$ cat src/rtl/btb_predictor_pkg.sv
// ============================================================================
// Module : btb_predictor_pkg
// Brief  : Shared widths, flush-code values and direction-counter encodings
//          for the IF-stage branch target buffer.
// Rev    : 1.0  initial release
// ============================================================================
`default_nettype none

package btb_predictor_pkg;

    localparam int WORD_SIZE       = 16;
    localparam int FLUSH_CODE_SIZE = 3;

    // Flush codes produced by the ID-stage misprediction detector
    localparam int unsigned NICE_PRED = 0;
    localparam int unsigned JMP_FLUSH = 1;
    localparam int unsigned BR_FLUSH  = 2;
    localparam int unsigned NBR_FLUSH = 3;
    localparam int unsigned JR_FLUSH  = 4;

    typedef enum logic [1:0] {
        SNT = 2'b00,
        WNT = 2'b01,
        WT  = 2'b10,
        ST  = 2'b11
    } ctr_e;

endpackage

`default_nettype wire

$ cat src/rtl/btb_predictor_sat_counter2.sv
// ============================================================================
// Module : sat_counter2
// Brief  : Next-state function of a 2-bit saturating up/down counter.
// Rev    : 1.0  initial release
// ============================================================================
`default_nettype none

module sat_counter2
    import btb_predictor_pkg::*;
(
    input  ctr_e i_ctr,
    input  logic i_up,
    output ctr_e o_ctr
);

    always_comb begin
        o_ctr = i_ctr;
        if (i_up) begin
            if (i_ctr != ST) begin
                o_ctr = ctr_e'(i_ctr + 2'd1);
            end
        end else begin
            if (i_ctr != SNT) begin
                o_ctr = ctr_e'(i_ctr - 2'd1);
            end
        end
    end

endmodule

`default_nettype wire

$ cat src/rtl/btb_predictor.sv
// ============================================================================
// Module : btb_predictor
// Brief  : Direct-mapped BTB with 2-bit direction counters, combinational
//          next-PC lookup, ID-stage training and a saturating mispredict count.
// Rev    : 1.0  initial release
// ============================================================================
`default_nettype none

module btb_predictor #(
    parameter int WORD_SIZE       = btb_predictor_pkg::WORD_SIZE,
    parameter int INDEX_BITS      = 4,
    parameter int FLUSH_CODE_SIZE = btb_predictor_pkg::FLUSH_CODE_SIZE
) (
    input  logic                       clk,
    input  logic                       reset_n,
    input  logic [WORD_SIZE-1:0]       pc_IF,
    output logic [WORD_SIZE-1:0]       pred_pc,
    output logic                       pred_hit,
    input  logic                       stall_ID,
    input  logic                       upd_valid,
    input  logic [WORD_SIZE-1:0]       upd_pc,
    input  logic                       upd_taken,
    input  logic [WORD_SIZE-1:0]       upd_target,
    input  logic [FLUSH_CODE_SIZE-1:0] flush_code,
    output logic [WORD_SIZE-1:0]       mispred_cnt
);

    import btb_predictor_pkg::*;

    localparam int ENTRIES = 2 ** INDEX_BITS;
    localparam int TAG_W   = WORD_SIZE - INDEX_BITS;

    logic                 valid_q  [ENTRIES];
    logic                 valid_d  [ENTRIES];
    logic [TAG_W-1:0]     tag_q    [ENTRIES];
    logic [TAG_W-1:0]     tag_d    [ENTRIES];
    logic [WORD_SIZE-1:0] target_q [ENTRIES];
    logic [WORD_SIZE-1:0] target_d [ENTRIES];
    ctr_e                 ctr_q    [ENTRIES];
    ctr_e                 ctr_d    [ENTRIES];
    logic [WORD_SIZE-1:0] mispred_cnt_q;
    logic [WORD_SIZE-1:0] mispred_cnt_d;

    logic [INDEX_BITS-1:0] look_idx;
    logic [TAG_W-1:0]      look_tag;
    logic [INDEX_BITS-1:0] upd_idx;
    logic [TAG_W-1:0]      upd_tag;
    logic                  upd_en;
    logic                  upd_hit;
    ctr_e                  upd_ctr_next;

    // Lookup reads only pre-edge contents; a same-cycle update is not bypassed
    always_comb begin
        look_idx = pc_IF[INDEX_BITS-1:0];
        look_tag = pc_IF[WORD_SIZE-1:INDEX_BITS];
        pred_hit = valid_q[look_idx] && (tag_q[look_idx] == look_tag);
        if (pred_hit && ctr_q[look_idx][1]) begin
            pred_pc = target_q[look_idx];
        end else begin
            pred_pc = pc_IF + WORD_SIZE'(1);
        end
    end

    always_comb begin
        upd_idx = upd_pc[INDEX_BITS-1:0];
        upd_tag = upd_pc[WORD_SIZE-1:INDEX_BITS];
        upd_en  = upd_valid && !stall_ID;
        upd_hit = valid_q[upd_idx] && (tag_q[upd_idx] == upd_tag);
    end

    sat_counter2 u_upd_ctr (
        .i_ctr (ctr_q[upd_idx]),
        .i_up  (upd_taken),
        .o_ctr (upd_ctr_next)
    );

    always_comb begin
        valid_d       = valid_q;
        tag_d         = tag_q;
        target_d      = target_q;
        ctr_d         = ctr_q;
        mispred_cnt_d = mispred_cnt_q;
        if (upd_en) begin
            if (upd_hit) begin
                ctr_d[upd_idx] = upd_ctr_next;
                if (upd_taken) begin
                    target_d[upd_idx] = upd_target;
                end
            end else if (upd_taken) begin
                // Taken miss replaces whatever aliased entry lived at this index
                valid_d[upd_idx]  = 1'b1;
                tag_d[upd_idx]    = upd_tag;
                target_d[upd_idx] = upd_target;
                ctr_d[upd_idx]    = WT;
            end
            if ((flush_code != FLUSH_CODE_SIZE'(NICE_PRED)) && (mispred_cnt_q != '1)) begin
                mispred_cnt_d = mispred_cnt_q + WORD_SIZE'(1);
            end
        end
    end

    always_ff @(posedge clk or negedge reset_n) begin
        if (!reset_n) begin
            for (int i = 0; i < ENTRIES; i++) begin
                valid_q[i]  <= 1'b0;
                tag_q[i]    <= '0;
                target_q[i] <= '0;
                ctr_q[i]    <= WNT;
            end
            mispred_cnt_q <= '0;
        end else begin
            valid_q       <= valid_d;
            tag_q         <= tag_d;
            target_q      <= target_d;
            ctr_q         <= ctr_d;
            mispred_cnt_q <= mispred_cnt_d;
        end
    end

    assign mispred_cnt = mispred_cnt_q;

endmodule

`default_nettype wire

$ cat config.mk
export PLATFORM = sky130hd
export DESIGN_NAME = btb_predictor
export DESIGN_NICKNAME = d
export VERILOG_FILES = /design/src/rtl/btb_predictor_pkg.sv /design/src/rtl/btb_predictor_sat_counter2.sv /design/src/rtl/btb_predictor.sv
export SDC_FILE = /design/constraint.sdc
export NUM_CORES = 1
export LEC_CHECK = 0
export ABC_AREA = 1
export CELL_PAD_IN_SITES_DETAIL_PLACEMENT = 1
export CELL_PAD_IN_SITES_GLOBAL_PLACEMENT = 1
export CORE_ASPECT_RATIO = 0.75
export CORE_MARGIN = 4
export CORE_UTILIZATION = 33
export DETAILED_ROUTE_END_ITERATION = 12
export PLACE_DENSITY_LB_ADDON = 0.1
export SLEW_MARGIN = 20
export SYNTH_ARGS = -nofsm -noshare
export SYNTH_HDL_FRONTEND = slang
export SYNTH_SLANG_ARGS = --single-unit
export TNS_END_PERCENT = 100
$ cat constraint.sdc
create_clock -name clk -period 3.4 [get_ports clk]
set_clock_uncertainty 0.05 [all_clocks]
set_input_delay 0.68 -clock clk [delete_from_list [all_inputs] [get_ports clk]]
set_output_delay 0.68 -clock clk [all_outputs]
set_load 0.005 [all_outputs]
==> impl_metrics.tcl <==
set metrics [dict create \
    synthTopCellsByCount "1,228 x nand2_1, 731 x o21ai_0, 496 x dfrtp_1, 273 x nor2_1, 170 x inv_1" \
    chipWidth_um 336 \
    setup_viol 17 \
    drv_slew 0 \
    seq_area_frac_synth 0.483 \
    worstSetupEndpointType "output port" \
    final_cells 5002 \
    port_buffers 88 \
    ir_drop_uv 401 \
    post_drt_wl_per_cell_um 23.3 \
    insertion_delay_ns 0.67 \
    gr-total-overflow 0 \
    min_path_type "flop to flop" \
    cts_buffer_depth 3 \
    syn-num-nets 3644 \
    dp.cells 4859 \
    drv_cap 0 \
    finalHoldViolCount 0 \
    die_h_um 254 \
    gp_congestion 0.899 \
    layout_min_cycle_time_ns 3.68 \
    cp_slowest_stage_delay_ns 0.17 \
    cts.clk_slew.worst_paths_ns 0.06 \
    place_hpwl_mm 78.3 \
    top_usage_layer "met1" \
    yosysTopAreaCell "dfrtp_1" \
    synth_edf_count 0 \
    h-tree-depth 2 \
    yosysUniqueCellTypes 41 \
    use_met1 0.398 \
    rows 89 \
    post-route-drc-count 0 \
    grt_max_degree 76 \
    cts_tree "done" \
    grt_pass1_vias 27400 \
    syn_avg_cell_area_um2 7.41 \
    clock_sinks 512 \
    tightest_slew_ns 0.686 \
    cts_buffers 58 \
    path_cells "buf_16 -> clkinv_16 -> buf_12 -> clkbuf_16 -> o21ai_1 -> o211ai_1 -> buf_4 -> nand3_4 -> nand2_2 -> nand2_2 -> buf_4 -> nand3_1 -> nor2_2 -> nand2_2 -> nor2_4 -> nand3_4 -> buf_6 -> nand2_1 -> nand2_1 -> buf_2" \
    ios 89 \
    crit_arrival_ns 2.95 \
    grtUsageMet2 0.397 \
    drive_gt1_frac 0.197 \
    status "complete, but fails checks" \
    max_freq_mhz 271 \
    vias_per_cell 5.38 \
    powerDensity_mw_per_mm2 499 \
    routed_wl_mm 117 \
    p_leak_nw 16.4 \
    first_pass_iters 5 \
    rsz0062_at_grt "yes" \
    maxSlewHeadroom 0.542 \
    worst_slack_ns -0.285 \
    netlist_area_mm2 0.0266 \
    startpoint_type "input pin" \
    ys.warnings.count 0 \
    num_vias 26900 \
    final_core_util 0.436 \
    synthArstFlopShare 1.00 \
    start_util 0.335 \
    violations "negative setup slack" \
    path_common_cell "nand2_2" \
    syn2layout_area_growth_pct 30.1 \
    fp.coreArea_mm2 0.0793 \
    die-area_mm2 0.0852 \
    reg2reg_depth 16 \
    grt_pass1_wl_mm 175 \
    drtIter0Drc 2176 \
    path_class "input pin to output port" \
    yosysMostFrequentCell "nand2_1" \
    path_max_fanout 6 \
    finalCritPeriodShare 1.08 \
    grtUsageTotal 0.270 \
    slowest_stage "nor2_4" \
    met3_usage 0.0679 \
    hold_depth 2 \
    synth.top_cells.by_area "dfrtp_1 47%, nand2_1 17%, o21ai_0 14%" \
    ys_ff_latch 512 \
    yosysTopAreaCellShare 0.467 \
    cts_root_buffer "clkbuf_16" \
    syn-instance-count 3586 \
    fin_nets 3964 \
    required_ns 2.67 \
    ant_nets 0 \
    antenna_found_initial 4 \
    synthFlopType "dfrtp_1" \
]
[sequential cells by signal, summed over array words and instances (netlist names)]
signal,count
ctr_q,32
mispred_cnt,16
tag_q,192
target_q,256
valid_q,16
[per-stage QoR]
step	setup slack [ns]	hold WS, ns	total power, mW	TNS [ns]	area [um^2]
2_1_floorplan	0.0900	0.334	8.93	0	26600
3_3_place_gp	-1.04	0.401	10.5	-90.53	31400
3_5_place_dp	-1.02	0.405	10.6	-96.03	31400
4_1_cts	-0.351	0.415	17.3	-5.20	33900
5_1_grt	-0.415	0.433	18.1	-6.18	34600
6_report	-0.285	0.415	17.3	-3.89	34600
[final cells by class]
cell class,count,area [um^2]
antenna,2,5.00
clock buffer,92,1730
clock inverter,16,176
fill,9537,44700
inverter,176,703
multi-input combinational,2647,12700
sequential,512,12800
tap,1046,1310
timing repair buffer,510,5130
timing repair inverter,1,16.3
[placed cells by master, fill, tap and decap left out, drive strengths merged, types with 3 or more instances in the layout]
cell type	count
nor4	3
a32o	7
a22oi	15
xor2	23
a221oi	7
o22ai	35
o221ai	17
clkinv	12
clkbuf	99
dfrtp	496
o211ai	31
dfstp	16
buf	435
o21ai	776
o211a	5
inv	177
nand2	1232
a21oi	90
xnor2	5
nand3	99
nor2	278
nand4	10
clkdlybuf4s50	64
nor3	8
[critical path, delay by kind of cell]
kind	cells	cell delay (ns)
AO/OA/AOI/OAI	2	0.23
buffers and inverters	8	1.09
AND/OR/NAND/NOR	10	0.91
[metal layers]
layer	vias up	routed length (um)	share of wire
li1	12400	-	-
met4	2	2490	0.021
met2	777	48900	0.42
met1	13600	56000	0.48
met3	141	9380	0.080
met5	-	9	0.000077
[kinds of logic after synthesis]
| kind of cell | synth area share |
|---|---|
| XOR/XNOR | 0.00923 |
| flip-flops | 0.483 |
| buffers and inverters | 0.0680 |
| AO/OA/AOI/OAI | 0.197 |
| AND/OR/NAND/NOR | 0.242 |
| adder cells (fa/ha/maj) | 0.000941 |
[repair_timing]
item                                   4_1_cts  5_1_grt
hold buffers                                 1        0
endpoints found under the hold margin       33        0
resized for setup                          233      185
setup buffers                               12       19
setup endpoints to repair                   17       27
pin swaps                                   57       66
gates cloned                                10        6
[worst paths after layout]
check | start | endpoint | slack [ns]
max | pc_IF[0] | pred_pc[12] | -0.28
min | ctr_q[20] | ctr_q[20] | 0.42
max reg2reg | tag_q[155] | ctr_q[8] | 0.35
min reg2reg | ctr_q[20] | ctr_q[20] | 0.42
max in group asynchronous | reset_n | target_q[75] | 1.75
min in group asynchronous | reset_n | tag_q[65] | 0.54
[report_power, final]
group	switching, mW	internal (mW)
combinational	2.01	1.39
sequential	0.544	6.87
clock	2.81	3.64
total	5.37	11.9
No activity file was read; power rests on OpenSTA's default activity.
